`src/rtl/clk_freq_meter.sv`:
```
// ---------------------------------------------------------------------------
// clk_freq_meter
//
// Gated edge counter: counts rising edges of an asynchronous input clock
// (meas_in) over a programmable window of gate_len system-clock cycles and
// reports the result as a one-cycle valid pulse with count_out / overflow.
//
// Parameters
//   GATE_W      width of gate_len and the gate down-counter
//   CNT_W       width of the edge counter and count_out
//   SYNC_STAGES synchronizer depth on meas_in (minimum 2)
//
// Ports
//   clk       in   system clock, all state on rising edge
//   reset     in   asynchronous active-high reset
//   meas_in   in   clock under measurement (asynchronous to clk)
//   start     in   one-cycle request to begin a measurement (ignored while busy)
//   abort     in   cancel measurement in progress (priority over start/done)
//   gate_len  in   window length in clk cycles, sampled on accepted start
//   count_out out  rising edges counted in last completed window
//   valid     out  one-cycle pulse when count_out/overflow update
//   busy      out  high while in MEASURE or DONE
//   overflow  out  last completed window saturated the edge counter
//
// Build option
//   CLK_FREQ_METER_CONTINUOUS_EN  when defined, DONE re-samples gate_len and
//   starts a new window immediately, repeating until abort. When undefined,
//   DONE returns to IDLE (single-shot).
// ---------------------------------------------------------------------------
module clk_freq_meter #(
    parameter int GATE_W      = 16,
    parameter int CNT_W       = 16,
    parameter int SYNC_STAGES = 2
) (
    input  logic              clk,
    input  logic              reset,
    input  logic              meas_in,
    input  logic              start,
    input  logic              abort,
    input  logic [GATE_W-1:0] gate_len,
    output logic [CNT_W-1:0]  count_out,
    output logic              valid,
    output logic              busy,
    output logic              overflow
);

    localparam logic [1:0] S_IDLE    = 2'd0;
    localparam logic [1:0] S_MEASURE = 2'd1;
    localparam logic [1:0] S_DONE    = 2'd2;

    localparam logic [CNT_W-1:0]  CNT_MAX  = {CNT_W{1'b1}};
    localparam logic [GATE_W-1:0] GATE_ONE = GATE_W'(1);

    logic [1:0]             state;
    logic [SYNC_STAGES-1:0] sync_q;
    logic                   sync_d;
    logic                   edge_det;
    logic [GATE_W-1:0]      gate_cnt;
    logic [CNT_W-1:0]       edge_cnt;
    logic                   ovf_sticky;

    // Synchronizer chain plus one delay flop for the edge detector.
    always_ff @(posedge clk or posedge reset) begin
        if (reset) begin
            sync_q <= '0;
            sync_d <= 1'b0;
        end else begin
            sync_q <= {sync_q[SYNC_STAGES-2:0], meas_in};
            sync_d <= sync_q[SYNC_STAGES-1];
        end
    end

    assign edge_det = sync_q[SYNC_STAGES-1] & ~sync_d;
    assign busy     = (state == S_MEASURE) || (state == S_DONE);

    always_ff @(posedge clk or posedge reset) begin
        if (reset) begin
            state      <= S_IDLE;
            gate_cnt   <= '0;
            edge_cnt   <= '0;
            ovf_sticky <= 1'b0;
            count_out  <= '0;
            overflow   <= 1'b0;
            valid      <= 1'b0;
        end else begin
            valid <= 1'b0;
            case (state)
                S_IDLE: begin
                    if (start && !abort) begin
                        gate_cnt   <= gate_len;
                        edge_cnt   <= '0;
                        ovf_sticky <= 1'b0;
                        // A zero-length window skips MEASURE and reports 0.
                        state      <= (gate_len == '0) ? S_DONE : S_MEASURE;
                    end
                end

                S_MEASURE: begin
                    if (abort) begin
                        state <= S_IDLE;
                    end else begin
                        gate_cnt <= gate_cnt - GATE_ONE;
                        if (gate_cnt == GATE_ONE)
                            state <= S_DONE;
                        // The final MEASURE cycle still counts its edge.
                        if (edge_det) begin
                            if (edge_cnt == CNT_MAX)
                                ovf_sticky <= 1'b1;
                            else
                                edge_cnt <= edge_cnt + 1'b1;
                        end
                    end
                end

                S_DONE: begin
                    if (abort) begin
                        state <= S_IDLE;
                    end else begin
                        count_out <= edge_cnt;
                        overflow  <= ovf_sticky;
                        valid     <= 1'b1;
`ifdef CLK_FREQ_METER_CONTINUOUS_EN
                        gate_cnt   <= gate_len;
                        edge_cnt   <= '0;
                        ovf_sticky <= 1'b0;
                        state      <= (gate_len == '0) ? S_DONE : S_MEASURE;
`else
                        state <= S_IDLE;
`endif
                    end
                end

                default: state <= S_IDLE;
            endcase
        end
    end

endmodule

```
`config.mk`:
```
export PLATFORM = sky130hd
export DESIGN_NAME = clk_freq_meter
export DESIGN_NICKNAME = d
export VERILOG_FILES = /design/src/rtl/clk_freq_meter.sv
export SDC_FILE = /design/constraint.sdc
export NUM_CORES = 1
export LEC_CHECK = 0
export ABC_AREA = 1
export BUFFER_PORTS_ARGS = -buffer_cell sky130_fd_sc_hd__buf_4
export CORE_MARGIN = 3
export CORE_UTILIZATION = 55
export DETAILED_ROUTE_END_ITERATION = 8
export HOLD_SLACK_MARGIN = 0.1
export MAX_ROUTING_LAYER = met4
export PLACE_DENSITY = 0.76
export SYNTH_ARGS = -nofsm -noshare
export SYNTH_HDL_FRONTEND = slang
export SYNTH_SLANG_ARGS = --single-unit
```
`constraint.sdc`:
```
create_clock -name clk -period 1.75 [get_ports clk]
set_input_delay 0.175 -clock clk [delete_from_list [all_inputs] [get_ports clk]]
set_output_delay 0.175 -clock clk [all_outputs]
set_load 0.01 [all_outputs]
```
==> key figures <==
Clocking
  • CTS tree: done
  • Clock transition at path regs: 0.10 ns
  • Maximum clock path buffer count: 2
  • Num Clock Sinks: 56
  • Clk_lat worst skew: 0.31 ns
  • Root buffer cell: clkbuf_8
  • H-tree depth: 2
  • TritonCTS Buffers: 5

Layout
  • Post-layout util: 69.2%
  • Antenna diodes: 0
  • Area grow syn2layout: 18.7%
  • Most frequent cells in the layout: nand2_1 (131), nor2_1 (64), buf_4 (57), dfrtp_1 (55), inv_1 (51)
  • Final instance area: a little under 4000 um2
  • Commonest non-fill, non-tap cell in the layout: nand2_1
  • Nets: 533
  • Layout cell share with drive strength beyond 1: between 10% and 20%

Setup path
  • Worst Reg-to-Reg Cells: 10
  • Worst R2R End: edge_cnt[2]
  • Critical path type: flip-flop to flip-flop
  • CP Data Arrival Time: 1.82 ns
  • Crit path required time: approximately 2.0 ns
  • R2R Setup Slk: 0.15 ns
  • Startpoint Class: flip-flop
  • Critical path capture point type: flip-flop
  • CP max FO: 8
  • R2r startpoint: state[0]

Place
  • Final RePlAce weighted congestion: 0.923
  • Post-DP HPWL: ~5.7 mm
  • Placed inst area: about 3700 um2
  • Port bufs: 39

Hold path
  • Hold path start: gate_len[6]
  • Worst hold path cell count: 3
  • Hold Path End: gate_cnt[6]
  • Worst Hold Class: input pin to flip-flop

Routing
  • Vias/cell: ~5.2
  • Initial drt markers: 160
  • Remaining antenna violation count after routing: 0
  • DRC: 0
  • Via count: 3036
  • Drt wl/cell: 13.3 um
  • Pre-antenna DRT Iters: 4
  • Post-Route WL: between 7 and 8 mm

Global routing
  • Initial antenna violation count: 0
  • First-pass GRT wire length: approximately 13 mm
  • Total GRT Usage: 23.4%
  • Vias in the first global route: 3020
  • Gr ovfl total: 0
  • Pin count of the biggest net entering global routing: 39

Synth
  • Mean post-synth cell area: 7.25 um2
  • Synth Area in Compound Gates: between 10% and 20%
  • Post-synthesis mux area share: 0%
  • Synth warn: 0
  • Synthesized area: 3290 um2
  • Synth Area in XOR/XNOR: 1.86%
  • Seq/Total Area, Yosys: 42.6%
  • Syn_nets: 481
  • Synth cell types: 31
  • Simple-Gate Fraction of Synth Area: 32.2%
  • #FFs+latches synth: 56
  • Largest family of logic cells by synthesized area: simple AND/OR/NAND/NOR gates
  • Adder-Cell Fraction of Synth Area: 2.28%
  • Cells after synthesis: 454

Die
  • Top-level I/O count: 40
  • Row cnt: 27
  • Die X: 83.4 um
  • Initial core utilization: 58.3%
  • Core footprint: 5640 um2
  • Area of the die: between 6000 and 7000 um2
  • Die Ht: 83.4 um

Pwr
  • P per Cell Area: 1330 nW/um2
  • Leakage power: 2.00 nW
  • Total power: 0.00521 W
  • Max VDD drop: between 0.7 and 0.8 mV

Timing
  • Setup Skew: between 0.002 and 0.0025 ns
  • Worst Max-Slew Pin Slew: 0.423 ns
  • Slew headroom: 71.8%
  • Unrepaired setup endpoints after global routing: no
  • Period minus WS final: ~1.6 ns
  • Crit share post-route: 91.7%
  • Slew Viols, Final: 0
  • Final setup fails: 0
  • Fmax achieved: between 600 and 700 MHz
  • Hold Vio Cnt, Final: 0

Job
  • Max_cap viols: 0

Run status
  • Status: complete, no violations
## synthesized netlist by cell type
library cell,count,area (um2)
nand2_1,131,492
nor2_1,64,240
dfrtp_1,56,1400
inv_1,53,199
o21ai_0,37,185
nand3_1,28,140
a21oi_1,19,95.1
o21ai_2,9,78.8
clkbuf_1,7,26.3
nand4_1,7,43.8
xor2_1,7,61.3
ha_1,6,75.1
buf_2,3,15.0
nand2_2,3,18.8
nor3_1,3,15.0
a211oi_1,2,15.0
buf_1,2,7.51
buf_6,2,22.5
nand2_4,2,22.5
o211ai_1,2,15.0
a21boi_0,1,7.51
a22oi_1,1,7.51
buf_4,1,7.51
inv_2,1,3.75
nand3_4,1,17.5
nand4_2,1,12.5
nand4_4,1,21.3
nor2_2,1,6.26
nor2_4,1,11.3
nor2_8,1,20.0
o22ai_1,1,6.26
## worst max-delay path by stage
stage | start | end | slack, ns
floorplan | state[1] | edge_cnt[7] | 0.18
global placement | state[1] | edge_cnt[5] | 0.09
detailed placement | state[1] | edge_cnt[8] | -0.01
CTS | state[1] | edge_cnt[14] | 0.02
global route | state[0] | gate_cnt[5] | 0.01
finish | state[0] | edge_cnt[2] | 0.15
## state kept, by name (all words and copies together), names as in the netlist
name,flops
count_out,16
edge_cnt,16
gate_cnt,16
overflow,1
ovf_sticky,1
state,2
sync_d,1
sync_q,2
valid,1
## metal layers
metal | up-vias | part of all wire (%) | wire [um] | global-route usage, %
met5 | - | 0 | 0 | -
met4 | 0 | 1.5 | 117 | 7.43
met3 | 10 | 4.4 | 341 | 4.66
met2 | 77 | 51 | 3940 | 40.7
met1 | 1407 | 43 | 3300 | 27.1
li1 | 1542 | - | - | -
## critical path, stage by stage, from the launching register on
cell and delay, ns:
dfrtp_1 0.39, inv_1 0.13, ha_4 0.18, inv_1 0.06, o21ai_2 0.12, nand2_2 0.09, nor2_2 0.14, nand2_4 0.09
buf_4 0.18, nand3_1 0.07, nand2_1 0.05
## timing repair
action	CTS	global route
resized for setup	1	8
hold buffers	2	0
pin swaps	0	0
buffers inserted	0	1
setup endpoints to repair	16	27
endpoints found under the hold margin	19	0
## through the flow
stage                     hold slack, ns  TNS, ns  cells  worst slack, ns
final                              0.123        0    579            0.146
after global routing               0.124        0    579           0.0112
after CTS                          0.117        0    578           0.0234
after detailed placement           0.205  -0.0129    568          -0.0115
after global placement             0.203        0    568           0.0947
after floorplan                    0.206        0    454            0.175
## layout make-up
class                   count  area (um2)
fillers                   488        1740
repair buffers             60         468
flip-flops and latches     56        1400
inverters                  54         203
clock inverters             2        13.8
well taps                  72        90.1
multi-input cells         329        1650
clock buffers               6        82.6
## kinds of logic after synthesis
family	Yosys count
compound gates	72
xor+xnor	7
fa+ha+maj	6
buf+inv	69
flops	56
simple gates	244
## power breakdown
| group | switching, W | internal (W) | leakage (nW) |
|---|---|---|---|
| Clock | 0.000429 | 0.000325 | 0.0516 |
| Combinational | 0.00158 | 0.000992 | 1.21 |
| Sequential | 0.000252 | 0.00163 | 0.732 |
(Power assumes the default switching activity.)
